[src/rtl/uart_pkg.sv]
// uart_pkg: definitions shared by the UART transmit and receive paths.
//   DATA_BITS  - payload bits per character (8N1 framing)
//   tx_state_e - serialiser state encoding (IDLE/START/DATA/STOP)
//   baud_div() - clock cycles per line bit, integer division of clock by baud rate
package uart_pkg;

    localparam int DATA_BITS = 8;

    typedef enum logic [1:0] {
        TX_IDLE  = 2'd0,
        TX_START = 2'd1,
        TX_DATA  = 2'd2,
        TX_STOP  = 2'd3
    } tx_state_e;

    function automatic int baud_div(input int clk_freq, input int baud);
        return clk_freq / baud;
    endfunction

endpackage

[src/rtl/uart_byte_tx.sv]
// uart_byte_tx: 8N1 byte serialiser, LSB first, each bit held baud_div() cycles.
// Ports:
//   Clk, Reset  - clock, synchronous active-high reset
//   byte_data   - character to send, taken when byte_valid && byte_ready
//   byte_valid  - byte_data offered
//   byte_ready  - serialiser can take a character this cycle (idle, or last stop-bit cycle)
//   byte_done   - high in the last cycle of the stop bit
//   tx          - registered serial line, idle high
// A character offered during the last stop-bit cycle starts its start bit on the
// very next cycle, so consecutive characters follow with no idle gap.
module uart_byte_tx
    import uart_pkg::*;
#(
    parameter int CLK_FREQ = 50_000_000,
    parameter int BAUD     = 115200
) (
    input  logic                 Clk,
    input  logic                 Reset,
    input  logic [DATA_BITS-1:0] byte_data,
    input  logic                 byte_valid,
    output logic                 byte_ready,
    output logic                 byte_done,
    output logic                 tx
);

    localparam int BAUD_DIV = baud_div(CLK_FREQ, BAUD);
    localparam int CNT_W    = (BAUD_DIV > 1) ? $clog2(BAUD_DIV) : 1;
    localparam int BIT_W    = $clog2(DATA_BITS);
    localparam logic [CNT_W-1:0] CNT_LAST = CNT_W'(BAUD_DIV - 1);
    localparam logic [BIT_W-1:0] BIT_LAST = BIT_W'(DATA_BITS - 1);

    tx_state_e              state_q, state_d;
    logic [CNT_W-1:0]       baud_cnt_q, baud_cnt_d;
    logic [BIT_W-1:0]       bit_cnt_q, bit_cnt_d;
    logic [DATA_BITS-1:0]   shift_q, shift_d;
    logic                   tx_q, tx_d;
    logic                   bit_end_s;

    assign bit_end_s  = (baud_cnt_q == CNT_LAST);
    assign byte_done  = (state_q == TX_STOP) && bit_end_s;
    assign byte_ready = (state_q == TX_IDLE) || byte_done;
    assign tx         = tx_q;

    // Next-state, bit timing and next line level for the serialiser
    always_comb begin
        state_d    = state_q;
        baud_cnt_d = baud_cnt_q;
        bit_cnt_d  = bit_cnt_q;
        shift_d    = shift_q;
        tx_d       = tx_q;
        case (state_q)
            TX_IDLE: begin
                baud_cnt_d = '0;
                bit_cnt_d  = '0;
                if (byte_valid) begin
                    shift_d = byte_data;
                    tx_d    = 1'b0;
                    state_d = TX_START;
                end else begin
                    tx_d    = 1'b1;
                    state_d = TX_IDLE;
                end
            end
            TX_START: begin
                if (bit_end_s) begin
                    baud_cnt_d = '0;
                    bit_cnt_d  = '0;
                    tx_d       = shift_q[0];
                    state_d    = TX_DATA;
                end else begin
                    baud_cnt_d = baud_cnt_q + CNT_W'(1);
                end
            end
            TX_DATA: begin
                if (bit_end_s) begin
                    baud_cnt_d = '0;
                    if (bit_cnt_q == BIT_LAST) begin
                        tx_d    = 1'b1;
                        state_d = TX_STOP;
                    end else begin
                        // Line shows shift_q[0]; the following bit is shift_q[1]
                        bit_cnt_d = bit_cnt_q + BIT_W'(1);
                        shift_d   = {1'b0, shift_q[DATA_BITS-1:1]};
                        tx_d      = shift_q[1];
                    end
                end else begin
                    baud_cnt_d = baud_cnt_q + CNT_W'(1);
                end
            end
            TX_STOP: begin
                if (bit_end_s) begin
                    baud_cnt_d = '0;
                    bit_cnt_d  = '0;
                    if (byte_valid) begin
                        shift_d = byte_data;
                        tx_d    = 1'b0;
                        state_d = TX_START;
                    end else begin
                        tx_d    = 1'b1;
                        state_d = TX_IDLE;
                    end
                end else begin
                    baud_cnt_d = baud_cnt_q + CNT_W'(1);
                end
            end
            default: begin
                baud_cnt_d = '0;
                bit_cnt_d  = '0;
                tx_d       = 1'b1;
                state_d    = TX_IDLE;
            end
        endcase
    end

    // Serialiser state register with synchronous reset to an idle-high line
    always_ff @(posedge Clk) begin
        if (Reset) begin
            state_q    <= TX_IDLE;
            baud_cnt_q <= '0;
            bit_cnt_q  <= '0;
            shift_q    <= '0;
            tx_q       <= 1'b1;
        end else begin
            state_q    <= state_d;
            baud_cnt_q <= baud_cnt_d;
            bit_cnt_q  <= bit_cnt_d;
            shift_q    <= shift_d;
            tx_q       <= tx_d;
        end
    end

endmodule

[src/rtl/uart_pixel_tx.sv]
// uart_pixel_tx: sends 16-bit RGB565 pixel words as two 8N1 characters,
// upper byte first, over a UART line.
// Ports:
//   Clk, Reset - clock, synchronous active-high reset
//   pix_data   - pixel word, latched on handshake
//   pix_valid  - pix_data offered
//   pix_ready  - registered; high only while idle, word taken when pix_valid && pix_ready
//   uart_tx    - registered serial line, idle high
//   tx_busy    - registered; from acceptance to end of lower-byte stop bit
//   word_done  - registered one-cycle pulse after the lower-byte stop bit
module uart_pixel_tx
    import uart_pkg::*;
#(
    parameter int CLK_FREQ = 50_000_000,
    parameter int BAUD     = 115200
) (
    input  logic        Clk,
    input  logic        Reset,
    input  logic [15:0] pix_data,
    input  logic        pix_valid,
    output logic        pix_ready,
    output logic        uart_tx,
    output logic        tx_busy,
    output logic        word_done
);

    logic [15:0] word_q, word_d;
    logic        byte_sel_q, byte_sel_d;   // 0: upper byte on the line, 1: lower byte
    logic        busy_q, busy_d;
    logic        pix_ready_q, pix_ready_d;
    logic        word_done_q, word_done_d;

    logic        pix_accept_s;
    logic        byte_valid_s;
    logic [7:0]  byte_data_s;
    logic        byte_ready_s;
    logic        byte_done_s;

    // pix_ready_q is only set while the serialiser is idle, so an accepted word
    // is handed to it in the same cycle and its start bit follows the accept edge.
    assign pix_accept_s = pix_valid && pix_ready_q;
    // While the upper byte is on the line the lower byte is kept on offer; the
    // serialiser takes it in the last stop-bit cycle, giving a gapless follow-on.
    assign byte_valid_s = busy_q ? !byte_sel_q : pix_accept_s;
    assign byte_data_s  = busy_q ? word_q[7:0] : pix_data[15:8];

    assign pix_ready = pix_ready_q;
    assign tx_busy   = busy_q;
    assign word_done = word_done_q;

    uart_byte_tx #(
        .CLK_FREQ (CLK_FREQ),
        .BAUD     (BAUD)
    ) u_byte_tx (
        .Clk        (Clk),
        .Reset      (Reset),
        .byte_data  (byte_data_s),
        .byte_valid (byte_valid_s),
        .byte_ready (byte_ready_s),
        .byte_done  (byte_done_s),
        .tx         (uart_tx)
    );

    // Word handshake, byte sequencing and completion pulse
    always_comb begin
        word_d      = word_q;
        byte_sel_d  = byte_sel_q;
        busy_d      = busy_q;
        pix_ready_d = pix_ready_q;
        word_done_d = 1'b0;
        if (busy_q) begin
            pix_ready_d = 1'b0;
            if (byte_sel_q && byte_done_s) begin
                busy_d      = 1'b0;
                byte_sel_d  = 1'b0;
                word_done_d = 1'b1;
                pix_ready_d = 1'b1;
            end else if (!byte_sel_q && byte_ready_s) begin
                byte_sel_d = 1'b1;
            end else begin
                byte_sel_d = byte_sel_q;
            end
        end else if (pix_accept_s) begin
            word_d      = pix_data;
            byte_sel_d  = 1'b0;
            busy_d      = 1'b1;
            pix_ready_d = 1'b0;
        end else begin
            pix_ready_d = 1'b1;
        end
    end

    // Word-level registers; reset drops any word in flight without a word_done
    always_ff @(posedge Clk) begin
        if (Reset) begin
            word_q      <= 16'h0000;
            byte_sel_q  <= 1'b0;
            busy_q      <= 1'b0;
            pix_ready_q <= 1'b0;
            word_done_q <= 1'b0;
        end else begin
            word_q      <= word_d;
            byte_sel_q  <= byte_sel_d;
            busy_q      <= busy_d;
            pix_ready_q <= pix_ready_d;
            word_done_q <= word_done_d;
        end
    end

endmodule

[config.mk]
export PLATFORM = sky130hd
export DESIGN_NAME = uart_pixel_tx
export DESIGN_NICKNAME = d
export VERILOG_FILES = /design/src/rtl/uart_pkg.sv /design/src/rtl/uart_byte_tx.sv /design/src/rtl/uart_pixel_tx.sv
export SDC_FILE = /design/constraint.sdc
export NUM_CORES = 1
export LEC_CHECK = 0
export BUFFER_PORTS_ARGS = -buffer_cell sky130_fd_sc_hd__clkbuf_2
export CAP_MARGIN = 20
export CORE_UTILIZATION = 61
export CTS_BUF_LIST = sky130_fd_sc_hd__clkbuf_8 sky130_fd_sc_hd__clkbuf_16
export CTS_CLUSTER_SIZE = 30
export DETAILED_ROUTE_END_ITERATION = 8
export HOLD_SLACK_MARGIN = 0.06
export PLACE_DENSITY = 0.83
export SLEW_MARGIN = 0
export SYNTH_ARGS = -nofsm -noshare
export SYNTH_HDL_FRONTEND = slang
export SYNTH_HIERARCHICAL = 1
export SYNTH_SLANG_ARGS = --single-unit
[constraint.sdc]
create_clock -name Clk -period 3.5 [get_ports Clk]
set_clock_uncertainty 0.1 [all_clocks]
set_input_delay 0.525 -clock Clk [delete_from_list [all_inputs] [get_ports Clk]]
set_output_delay 0.525 -clock Clk [all_outputs]
set_load 0.01 [all_outputs]
# Yosys cells after proc, flatten, opt, wreduce, memory -nomap -nowiden
# Cells that the tools add are included.
[word_totals]
output_inout_bits = 4
ff_bits = 35
word_cells = 78
input_bits = 19
[classes]
bitwise = 1
muxes = 35
n_eq_ne = 12
n_reduce_logical = 18
addsub = 2
[op_table]
columns = ["operator", "n"]
rows = [
  ["$mux 8", 5],
  ["$pmux 8 s3", 1],
  ["$pmux 9 s2", 1],
  ["$mux 1", 17],
  ["$ne 2x1->1 const B", 5],
  ["$add 9x1->9 const B", 1],
  ["$eq 9x9->1 const B", 1],
  ["$mux 3", 3],
  ["$mux 9", 1],
  ["$pmux 3 s3", 1],
  ["$mux 2", 4],
  ["$pmux 2 s4", 1],
  ["$reduce_and 4->1", 2],
  ["$reduce_and 3->1", 2],
  ["$eq 2x2->1 const B", 2],
  ["$logic_and 1x1->1", 4],
  ["$pmux 1 s4", 1],
  ["$reduce_and 2->1", 2],
  ["$reduce_or 2->1", 2],
  ["$add 3x1->3 const B", 1],
  ["$eq 3x3->1 const B", 1],
  ["$ne 3x1->1 const B", 1],
  ["$reduce_bool 3->1", 1],
  ["$reduce_or 3->1", 1],
  ["other kinds (7)", 7],
]

# Longest topological paths before layout
# Gate-level depths: netlist of the first run.
[logic_depth]
ltp_word = 7
mapped_depth = 8
depth_no_buf = 7

# Modules after synthesis
# The synthesis of the first run kept the hierarchy.
[modules_own_cells]
columns = ["mod", "area_each_um2", "seq_area_each_um2", "cells_per_inst", "instances"]
rows = [
  ["uart_byte_tx", 1263.7, 460.4, 131, 1],
  ["uart_pixel_tx", 628.1, 240.2, 60, 1],
]

# Worst setup path before layout of the first run
# No wires, ideal clock.
[synth_timing]
path_type = "input port to flip-flop"
start = "input port pix_valid"
end = "register u_byte_tx.shift_q[7]"
n_path_buf = 2
setup_slack_ns = 1.547
t_arrival_ns = 1.737
t_required_ns = 3.284
stages = 8
cell_sequence = "and3b_1 buf_6 a21o_1 nor2_2 a211oi_4 buf_12 a21oi_1 a41o_1"
[synth_between]
elab_chain_len = 5
[synth_lines]
columns = ["item", "line", "rtl"]
rows = [
  ["start, declared", "uart_pixel_tx.sv:20", "input logic pix_valid,"],
  ["$logic_and 1x1->1 *", "uart_pixel_tx.sv:41", "assign pix_accept_s = pix_valid && pix_ready_q;"],
  ["$mux 1 *", "uart_pixel_tx.sv:44", "assign byte_valid_s = busy_q ? !byte_sel_q : pix_accept_s;"],
  ["via byte_valid_s", "uart_pixel_tx.sv:34", "logic byte_valid_s;"],
  ["$mux 8 *", "--", ""],
  ["$mux 8", "--", ""],
  ["$pmux 8 s3 *", "--", ""],
  ["end signal, assigned", "uart_byte_tx.sv:127", "shift_q <= shift_d;"],
  ["end, declared", "uart_byte_tx.sv:35", "logic [DATA_BITS-1:0] shift_q, shift_d;"],
]
# The timed path passes the listed nets; every way through them passes the cells marked *. The select of a mux whose other input is x is not followed.
# A chain may end at the register's enable or synchronous reset.

# Worst setup path in the final report of the first run
[layout_timing]
start = "register busy_q, in the netlist tx_busy"
end = "register u_byte_tx.shift_q[6]"
[layout_between]
elab_chain_len = 4
elab_cells_between_ends = 5
[layout_lines]
columns = ["item", "line", "rtl"]
rows = [
  ["start, declared", "uart_pixel_tx.sv:29", "logic busy_q, busy_d;"],
  ["start signal, assigned", "uart_pixel_tx.sv:104", "busy_q <= busy_d;"],
  ["$mux 1 *", "uart_pixel_tx.sv:44", ""],
  ["via byte_valid_s", "uart_pixel_tx.sv:34", ""],
  ["$mux 8 *", "uart_byte_tx.sv:55, uart_byte_tx.sv:94", ""],
  ["$mux 8", "uart_byte_tx.sv:91", "if (bit_end_s) begin"],
  ["$pmux 8 s3 *", "uart_byte_tx.sv:51", "case (state_q)"],
]
# Marks and branches as above.

==> impl_metrics.xml, run 1 <==
<?xml version="1.0" encoding="UTF-8"?>
<metrics>
  <group name="yosys">
    <metric name="number_of_distinct_library_cells_after_synthesis" unit="">47</metric>
    <metric name="syn-mean-instance-area" unit="um2">9.90</metric>
    <metric name="synth-main-ff-cell" unit="">sky130_fd_sc_hd__dfxtp_1</metric>
    <metric name="post_synth_main_area_contributors" unit="">sky130_fd_sc_hd__dfxtp_1 (37%), sky130_fd_sc_hd__mux2i_1 (7.9%), sky130_fd_sc_hd__ha_1 (6.0%)</metric>
    <metric name="edff_count_synth" unit="">0</metric>
    <metric name="netlist_top_cells_count" unit="">sky130_fd_sc_hd__dfxtp_1 (35), sky130_fd_sc_hd__nand2b_1 (17), sky130_fd_sc_hd__mux2i_1 (15), sky130_fd_sc_hd__nor2_1 (15), sky130_fd_sc_hd__a21oi_1 (13)</metric>
    <metric name="synth_most_common_cell" unit="">sky130_fd_sc_hd__dfxtp_1</metric>
    <metric name="synthesis.instances" unit="">191</metric>
    <metric name="yosys_register_bits" unit="">35</metric>
    <metric name="synth_top_cell_by_area" unit="">sky130_fd_sc_hd__dfxtp_1</metric>
    <metric name="yosysWarnings" unit="">6</metric>
    <metric name="synth_nets" unit="">219</metric>
    <metric name="post-synth-top-area-fraction" unit="">0.370</metric>
    <metric name="register_area_share_after_synthesis" unit="">0.370</metric>
    <metric name="postSynth.asyncResetShare" unit="">0</metric>
    <metric name="syn_area" unit="um2">1890</metric>
  </group>
  <group name="power">
    <metric name="vdd.ir_drop.worst" unit="uV">302</metric>
    <metric name="power.leakage" unit="nW">0.803</metric>
    <metric name="power_report.internal_total" unit="mW">0.774</metric>
    <metric name="swShare" unit="">0.319</metric>
    <metric name="netSwitchingPower" unit="mW">0.363</metric>
    <metric name="p_seq_frac" unit="">0.432</metric>
    <metric name="power.share.clock" unit="">0.286</metric>
    <metric name="power.density" unit="nW/um2">554</metric>
    <metric name="share_comb_of_total_power" unit="">0.282</metric>
  </group>
  <group name="setup_path">
    <metric name="endpoint_of_the_worst_slack_reg_to_reg_timing_path" unit="">u_byte_tx/shift_q[6]</metric>
    <metric name="crit_family" unit="">compound AO/OA/AOI/OAI gates</metric>
    <metric name="setup.worst_path.start_class" unit="">register</metric>
    <metric name="timing.critical_path.fanout_max" unit="">16</metric>
    <metric name="timing.reg2reg.setup_slack" unit="ps">910</metric>
    <metric name="critical_path_arrival" unit="ps">2670</metric>
    <metric name="crit_chain" unit="">and3b_1, a21o_1, nor2_2, a211oi_4, a21oi_1, a311oi_1</metric>
    <metric name="r2r_cells" unit="">6</metric>
    <metric name="critPathRequiredTime" unit="ps">3590</metric>
    <metric name="critical_path.endpoint_type" unit="">register</metric>
    <metric name="critical-path-max-stage-delay" unit="ps">700</metric>
    <metric name="setup.worst_path.class" unit="">reg2reg</metric>
    <metric name="r2r_start" unit="">tx_busy</metric>
    <metric name="critical-path-slowest-cell" unit="">sky130_fd_sc_hd__and3b_1</metric>
    <metric name="worst-path-buf-inv" unit="">0</metric>
  </group>
  <group name="sta">
    <metric name="fmax" unit="GHz">0.387</metric>
    <metric name="final.min_clock_period" unit="ps">2590</metric>
    <metric name="rsz_0062_raised_after_global_routing" unit="">no</metric>
    <metric name="max_slew.worst_pin.slew" unit="ps">829</metric>
    <metric name="finalSetupViolCount" unit="">0</metric>
    <metric name="timing_hold_violations_final" unit="">0</metric>
    <metric name="timing.final.ws_setup" unit="ps">913</metric>
    <metric name="maxSlewHeadroom" unit="">0.447</metric>
    <metric name="final_max_slew_viol_count" unit="">0</metric>
    <metric name="total_negative_setup_slacks" unit="ps">0</metric>
    <metric name="finalCritPeriodShare" unit="">0.739</metric>
  </group>
  <group name="floorplanning">
    <metric name="pin_count" unit="">23</metric>
    <metric name="rows" unit="">19</metric>
    <metric name="start_util" unit="">0.663</metric>
    <metric name="die_height" unit="um">57.7</metric>
    <metric name="die-area" unit="um2">3330</metric>
    <metric name="fp.coreArea" unit="um2">2850</metric>
    <metric name="die_width" unit="um">57.7</metric>
  </group>
  <group name="clock_network">
    <metric name="clock_sink_count" unit="">35</metric>
    <metric name="postCtsSetupBuffers" unit="">0</metric>
    <metric name="clk_latency" unit="ps">290</metric>
    <metric name="tritoncts_clock_tree" unit="">built</metric>
    <metric name="cts_hold_buf" unit="">0</metric>
    <metric name="cts_made_buffers" unit="">5</metric>
    <metric name="clock-root-buffer" unit="">sky130_fd_sc_hd__clkbuf_8</metric>
    <metric name="cts_resized" unit="">0</metric>
    <metric name="clock_tree.buffer_depth" unit="">2</metric>
    <metric name="cts.clk_slew.worst_paths" unit="ps">70</metric>
    <metric name="htreeDepth" unit="">2</metric>
  </group>
  <group name="placement">
    <metric name="dpl.hpwl" unit="um">2460</metric>
    <metric name="weighted_congestion_at_the_end_of_routability_driven_global_placement" unit="">0.900</metric>
    <metric name="io_buffers" unit="">22</metric>
    <metric name="dpl_worst_slack" unit="ps">945</metric>
  </group>
  <group name="final_layout">
    <metric name="final_layout_size_suffix_gt1_frac" unit="">0.210</metric>
    <metric name="fillerInstances" unit="">216</metric>
    <metric name="area_delta_synth_final" unit="%">8.60</metric>
    <metric name="n_antenna_cell" unit="">0</metric>
    <metric name="final_net_count" unit="">237</metric>
  </group>
  <group name="hold_path">
    <metric name="timing.hold.worst.start" unit="">u_byte_tx/tx</metric>
    <metric name="worst_hold_path_class" unit="">reg2reg</metric>
    <metric name="min_delay_worst_endpoint" unit="">u_byte_tx/tx</metric>
    <metric name="timing.hold.worst_path_depth" unit="">1</metric>
  </group>
  <group name="routing">
    <metric name="avgViaCountPerCell" unit="">5.94</metric>
    <metric name="drt_pre_antenna_iters" unit="">4</metric>
    <metric name="route.detailed.wl_per_inst" unit="um">14.5</metric>
    <metric name="route.antenna.remaining_nets" unit="">0</metric>
    <metric name="overall_via_count_from_detail_route" unit="">1431</metric>
    <metric name="drt_iter0_markers" unit="">110</metric>
    <metric name="detailed_route_wire_length" unit="um">3500</metric>
    <metric name="post-route-drc-count" unit="">0</metric>
  </group>
  <group name="grt">
    <metric name="grt_pass1_vias" unit="">1364</metric>
    <metric name="overflow_left_after_global_routing" unit="">0</metric>
    <metric name="grt_max_degree" unit="">38</metric>
    <metric name="grt.busiest_layer" unit="">met2</metric>
    <metric name="grt_first_pass_wirelength" unit="um">6200</metric>
    <metric name="grt_antenna_before_repair" unit="">0</metric>
    <metric name="gr_met3_demand_resource" unit="">0.0692</metric>
    <metric name="grt_use_met1" unit="">0.317</metric>
    <metric name="groute.usage.overall" unit="">0.247</metric>
    <metric name="grt_util_met2" unit="">0.395</metric>
  </group>
  <group name="run_status">
    <metric name="outcome" unit="">finished, final reports clean</metric>
  </group>
  <group name="job">
    <metric name="reported_max_cap_violation_count" unit="">0</metric>
  </group>
</metrics>
==> logic make-up (layout without fill, tap and decap cells) <==
logic type,Yosys count,in the layout,synth area share
AOI/OAI and AO/OA,39,39,0.163
xor gates and xnor gates,7,7,0.0324
adders and majority gates,9,9,0.0595
buffers and inverters,19,38,0.0655
DFF,35,35,0.370
muxes,23,23,0.127
and+or+nand+nor,59,59,0.182
==> metrics by stage <==
step | instance area (um2) | std cells | hold WS, ps | utilization | power (mW)
2_1_floorplan | 1890 | 191 | 329 | - | 0.776
5_1_grt | 2050 | 241 | 389 | 0.720 | 1.22
3_3_place_gp | 1950 | 233 | 343 | 0.684 | 0.800
6_report | 2050 | 241 | 366 | 0.720 | 1.14
4_1_cts | 2050 | 241 | 369 | 0.720 | 1.14
3_5_place_dp | 1950 | 233 | 354 | 0.684 | 0.816
==> placed cells by master, fill, tap and decap left out, types with 3 or more instances in the layout <==
cell	count
sky130_fd_sc_hd__ha_1	9
sky130_fd_sc_hd__a211oi_1	3
sky130_fd_sc_hd__a21oi_1	13
sky130_fd_sc_hd__mux2i_1	15
sky130_fd_sc_hd__nand2b_1	17
sky130_fd_sc_hd__xnor2_1	5
sky130_fd_sc_hd__a311oi_1	8
sky130_fd_sc_hd__nand2_1	3
sky130_fd_sc_hd__o21ai_0	3
sky130_fd_sc_hd__clkbuf_8	7
sky130_fd_sc_hd__mux2_1	6
sky130_fd_sc_hd__nor2_1	15
sky130_fd_sc_hd__nand3_1	5
sky130_fd_sc_hd__inv_1	7
sky130_fd_sc_hd__dfxtp_1	35
sky130_fd_sc_hd__and3_1	3
sky130_fd_sc_hd__clkbuf_2	22
==> final cells by class <==
cell class                 instances  area [um2]  share of cell area
clock inverter                     1        7.51             0.00365
clock buffer                       7        96.3              0.0469
sequential                        35         701               0.341
inverter                           7        26.3              0.0128
multi-input combinational        137        1070               0.519
tap                               31        38.8              0.0189
timing repair buffer              23         118              0.0572
==> routing by layer <==
metal | up-vias | wire length (um)
met3 | 10 | 114
met2 | 31 | 1690
met1 | 680 | 1620
li1 | 710 | -
met4 | 0 | 72
met5 | - | 0
==> worst max-delay path by stage <==
stage | to | cells after the start | slack, ps | from
final | u_byte_tx/shift_q[6] | 6 | 910 | tx_busy
after floorplan | u_byte_tx/shift_q[7] | 8 | 1550 | pix_valid
after detailed placement | u_byte_tx/shift_q[6] | 6 | 950 | tx_busy
after CTS | u_byte_tx/shift_q[6] | 6 | 940 | tx_busy
after global placement | u_byte_tx/shift_q[2] | 6 | 1080 | tx_busy
after global routing | u_byte_tx/shift_q[5] | 6 | 670 | tx_busy
==> power by group through the flow <==
stage          Combinational, mW  Clock (mW)  Sequential, mW
3_3_place_gp               0.304           0           0.496
3_5_place_dp               0.316           0           0.500
2_1_floorplan              0.286           0           0.490
4_1_cts                    0.317       0.333           0.491
5_1_grt                    0.362       0.355           0.498
6_report                   0.321       0.325           0.492
==> state kept, by name, indices dropped and copies added (netlist names) <==
signal,cells
u_byte_tx/baud_cnt_q,9
byte_sel_q,1
tx_busy,1
word_q,8
word_done,1
u_byte_tx/shift_q,8
u_byte_tx/bit_cnt_q,3
pix_ready,1
u_byte_tx/tx,1
u_byte_tx/state_q,2
Note: power is estimated with default switching activity, not from simulation.
==> run 2: changes to the inputs <==
--- a/config.mk
+++ b/config.mk
@@ -5,14 +5,15 @@
 export SDC_FILE = /design/constraint.sdc
 export NUM_CORES = 1
 export LEC_CHECK = 0
+export ABC_AREA = 1
 export BUFFER_PORTS_ARGS = -buffer_cell sky130_fd_sc_hd__clkbuf_2
 export CAP_MARGIN = 20
-export CORE_UTILIZATION = 61
+export CORE_UTILIZATION = 57
 export CTS_BUF_LIST = sky130_fd_sc_hd__clkbuf_8 sky130_fd_sc_hd__clkbuf_16
 export CTS_CLUSTER_SIZE = 30
 export DETAILED_ROUTE_END_ITERATION = 8
 export HOLD_SLACK_MARGIN = 0.06
-export PLACE_DENSITY = 0.83
+export PLACE_DENSITY = 0.79
 export SLEW_MARGIN = 0
 export SYNTH_ARGS = -nofsm -noshare
 export SYNTH_HDL_FRONTEND = slang
==> constraint.sdc (replaced) <==
create_clock -name Clk -period 2.4 [get_ports Clk]
set_clock_uncertainty 0.1 [all_clocks]
set_input_delay 0.36 -clock Clk [delete_from_list [all_inputs] [get_ports Clk]]
set_output_delay 0.36 -clock Clk [all_outputs]
set_load 0.01 [all_outputs]
==> run 2 against run 1 <==
  * Critical path depth grew 2
  * Global-route usage is 2.7 points lower
  * Non-clock buffer count did not move
  * Synthesized area decreased by 4.2%
  * Final cell count is 31% higher
  * Fmax rose by 33%
  * Power is 39% higher
  * Combinational power grew 37%
  * Largest power group unchanged
  * Sequential power up 52%
  * Core utilization is 5.7 points lower
  * Worst hold slack worse by 170 ps
==> impl_metrics.xml, run 2 <==
<?xml version="1.0" encoding="UTF-8"?>
<metrics>
  <group name="final_layout">
    <metric name="mostFrequentLayoutCells" unit="">sky130_fd_sc_hd__nand2_1 (61), sky130_fd_sc_hd__nor2_1 (41), sky130_fd_sc_hd__dfxtp_1 (35), sky130_fd_sc_hd__inv_1 (23), sky130_fd_sc_hd__clkbuf_2 (22)</metric>
    <metric name="final_net_count" unit="">299</metric>
    <metric name="layout.core_utilization" unit="">0.663</metric>
    <metric name="layout.cells.most_common" unit="">sky130_fd_sc_hd__nand2_1</metric>
    <metric name="biggestRegsByFlops" unit="">u_byte_tx/baud_cnt_q (9), u_byte_tx/shift_q (8), word_q (8)</metric>
    <metric name="final_layout_size_suffix_gt1_frac" unit="">0.151</metric>
    <metric name="n_antenna_cell" unit="">0</metric>
    <metric name="register_bank_with_the_most_flops" unit="">u_byte_tx/baud_cnt_q</metric>
    <metric name="design_area" unit="um2">2010</metric>
    <metric name="area_delta_synth_final" unit="%">10.8</metric>
    <metric name="largest_register_ff_count" unit="">9</metric>
    <metric name="layout.cells.non_filler" unit="">316</metric>
  </group>
  <group name="clock_network">
    <metric name="htreeDepth" unit="">2</metric>
    <metric name="tritoncts_clock_tree" unit="">built</metric>
    <metric name="clk_latency" unit="ps">280</metric>
    <metric name="clock_sink_count" unit="">35</metric>
    <metric name="postCtsSetupBuffers" unit="">0</metric>
    <metric name="cts_hold_buf" unit="">0</metric>
    <metric name="clock_tree.buffer_depth" unit="">2</metric>
    <metric name="cts_resized" unit="">0</metric>
    <metric name="clock-root-buffer" unit="">sky130_fd_sc_hd__clkbuf_8</metric>
    <metric name="cts_made_buffers" unit="">5</metric>
    <metric name="cts.clk_slew.worst_paths" unit="ps">70</metric>
  </group>
  <group name="setup_path">
    <metric name="endpoint_of_the_worst_slack_reg_to_reg_timing_path" unit="">u_byte_tx/bit_cnt_q[2]</metric>
    <metric name="r2r_start" unit="">u_byte_tx/state_q[0]</metric>
    <metric name="r2r_cells" unit="">8</metric>
    <metric name="setup.worst_path.class" unit="">reg2reg</metric>
    <metric name="timing.reg2reg.setup_slack" unit="ps">450</metric>
    <metric name="critPathRequiredTime" unit="ps">2520</metric>
    <metric name="critical_path_arrival" unit="ps">2070</metric>
    <metric name="critical_path.endpoint_type" unit="">register</metric>
    <metric name="timing.critical_path.fanout_max" unit="">11</metric>
    <metric name="setup.worst_path.start_class" unit="">register</metric>
  </group>
  <group name="floorplanning">
    <metric name="start_util" unit="">0.599</metric>
    <metric name="rows" unit="">20</metric>
    <metric name="die-area" unit="um2">3410</metric>
    <metric name="fp.coreArea" unit="um2">3030</metric>
    <metric name="pin_count" unit="">23</metric>
    <metric name="die_width" unit="um">58.4</metric>
    <metric name="die_height" unit="um">58.4</metric>
  </group>
  <group name="routing">
    <metric name="overall_via_count_from_detail_route" unit="">1502</metric>
    <metric name="drt_iter0_markers" unit="">56</metric>
    <metric name="route.detailed.wl_per_inst" unit="um">9.72</metric>
    <metric name="avgViaCountPerCell" unit="">4.75</metric>
    <metric name="route.antenna.remaining_nets" unit="">0</metric>
    <metric name="post-route-drc-count" unit="">0</metric>
    <metric name="detailed_route_wire_length" unit="um">3070</metric>
    <metric name="drt_pre_antenna_iters" unit="">4</metric>
  </group>
  <group name="sta">
    <metric name="fmax" unit="GHz">0.512</metric>
    <metric name="finalCritPeriodShare" unit="">0.813</metric>
    <metric name="final_max_slew_viol_count" unit="">0</metric>
    <metric name="maxSlewHeadroom" unit="">0.633</metric>
    <metric name="max_slew.worst_pin.slew" unit="ps">551</metric>
    <metric name="rsz_0062_raised_after_global_routing" unit="">no</metric>
    <metric name="finalSetupViolCount" unit="">0</metric>
    <metric name="timing_hold_violations_final" unit="">0</metric>
    <metric name="final.min_clock_period" unit="ps">1950</metric>
    <metric name="hold_ws" unit="ps">192</metric>
    <metric name="total_negative_setup_slacks" unit="ps">0</metric>
  </group>
  <group name="yosys">
    <metric name="edff_count_synth" unit="">0</metric>
    <metric name="synthesis.instances" unit="">246</metric>
    <metric name="post-synth-top-area-fraction" unit="">0.386</metric>
    <metric name="syn_area" unit="um2">1810</metric>
    <metric name="register_area_share_after_synthesis" unit="">0.386</metric>
    <metric name="number_of_distinct_library_cells_after_synthesis" unit="">26</metric>
    <metric name="netlist_top_cells_count" unit="">sky130_fd_sc_hd__nand2_1 (61), sky130_fd_sc_hd__nor2_1 (41), sky130_fd_sc_hd__dfxtp_1 (35)</metric>
    <metric name="syn-mean-instance-area" unit="um2">7.37</metric>
    <metric name="synth_nets" unit="">274</metric>
    <metric name="synth_top_cell_by_area" unit="">sky130_fd_sc_hd__dfxtp_1</metric>
    <metric name="post_synth_main_area_contributors" unit="">sky130_fd_sc_hd__dfxtp_1 (39%), sky130_fd_sc_hd__nand2_1 (13%), sky130_fd_sc_hd__nor2_1 (8.5%)</metric>
    <metric name="postSynth.asyncResetShare" unit="">0</metric>
    <metric name="synth_most_common_cell" unit="">sky130_fd_sc_hd__nand2_1</metric>
    <metric name="synth-main-ff-cell" unit="">sky130_fd_sc_hd__dfxtp_1</metric>
    <metric name="yosysWarnings" unit="">6</metric>
    <metric name="yosys_register_bits" unit="">35</metric>
  </group>
  <group name="hold_path">
    <metric name="timing.hold.worst_path_depth" unit="">3</metric>
    <metric name="worst_hold_path_class" unit="">in2reg</metric>
    <metric name="min_delay_worst_endpoint" unit="">word_q[1]</metric>
    <metric name="timing.hold.worst.start" unit="">pix_data[1]</metric>
  </group>
  <group name="placement">
    <metric name="placed_insts" unit="">308</metric>
    <metric name="io_buffers" unit="">22</metric>
    <metric name="dpl.hpwl" unit="um">2260</metric>
    <metric name="placed_area" unit="um2">1930</metric>
    <metric name="weighted_congestion_at_the_end_of_routability_driven_global_placement" unit="">0.925</metric>
  </group>
  <group name="power">
    <metric name="vdd.ir_drop.worst" unit="uV">429</metric>
    <metric name="power.leakage" unit="nW">0.927</metric>
    <metric name="power.density" unit="nW/um2">786</metric>
  </group>
  <group name="grt">
    <metric name="overflow_left_after_global_routing" unit="">0</metric>
    <metric name="grt_pass1_vias" unit="">1360</metric>
    <metric name="grt_max_degree" unit="">20</metric>
    <metric name="grt_antenna_before_repair" unit="">0</metric>
    <metric name="groute.usage.overall" unit="">0.220</metric>
    <metric name="grt_first_pass_wirelength" unit="um">5620</metric>
  </group>
  <group name="job">
    <metric name="reported_max_cap_violation_count" unit="">0</metric>
  </group>
  <group name="run_status">
    <metric name="outcome" unit="">finished, final reports clean</metric>
  </group>
</metrics>
[run 2: cell type report]
cell class	instances	area, um2
clock inverters	3	12.5
repair buffers	23	118
clock buffers	5	68.8
inverters	24	92.6
well taps	44	55.1
fillers	289	1020
flip-flops and latches	35	701
multi-input cells	182	961
[run 2: kinds of logic after synthesis]
kind of cell    count (synthesis)  synth area share
compound gates                 30            0.0863
xor+xnor                        4            0.0193
fa+ha+maj                       9            0.0621
buf+inv                        29            0.0835
flops                          35             0.386
mux                             6            0.0331
simple gates                  133             0.329
[run 2: critical path: stages (launching register included)]
cell	delay [ps]
sky130_fd_sc_hd__dfxtp_1	350
sky130_fd_sc_hd__inv_1	90
sky130_fd_sc_hd__ha_1	510
sky130_fd_sc_hd__inv_1	190
sky130_fd_sc_hd__nand3b_1	140
sky130_fd_sc_hd__nand2_1	170
sky130_fd_sc_hd__nand2_1	160
sky130_fd_sc_hd__nand2_1	60
sky130_fd_sc_hd__a21oi_1	110
[run 2: worst max path at each step]
stage	start	endpoint	slack (ps)	depth (start not counted)
3_5_place_dp	u_byte_tx/state_q[0]	u_byte_tx/bit_cnt_q[2]	470	8
5_1_grt	u_byte_tx/state_q[0]	u_byte_tx/bit_cnt_q[1]	250	8
4_1_cts	u_byte_tx/state_q[0]	u_byte_tx/bit_cnt_q[2]	450	8
2_1_floorplan	tx_busy	u_byte_tx/shift_q[0]	490	9
3_3_place_gp	tx_busy	u_byte_tx/shift_q[4]	500	9
6_report	u_byte_tx/state_q[0]	u_byte_tx/bit_cnt_q[2]	450	8
[run 2: metrics by stage]
step | setup WS, ps | power (mW)
5_1_grt | 248 | 1.72
3_3_place_gp | 498 | 1.19
3_5_place_dp | 465 | 1.20
2_1_floorplan | 494 | 1.12
4_1_cts | 455 | 1.59
6_report | 448 | 1.58
[run 2: report_power, final]
group / total (mW) / switching [mW] / leakage (nW) / internal [mW]
logic: 0.439 / 0.261 / 0.590 / 0.177
registers: 0.750 / 0.0644 / 0.286 / 0.685
clock network: 0.390 / 0.196 / 0.0505 / 0.195
[run 2: routing by layer]
layer  global-route usage  up-vias  part of all wire
met5                    0        -                 0
met4               0.0986        0             0.016
met3               0.0747        7             0.044
met2                0.351       26              0.44
li1                     -      832                 -
met1                0.268      637              0.50
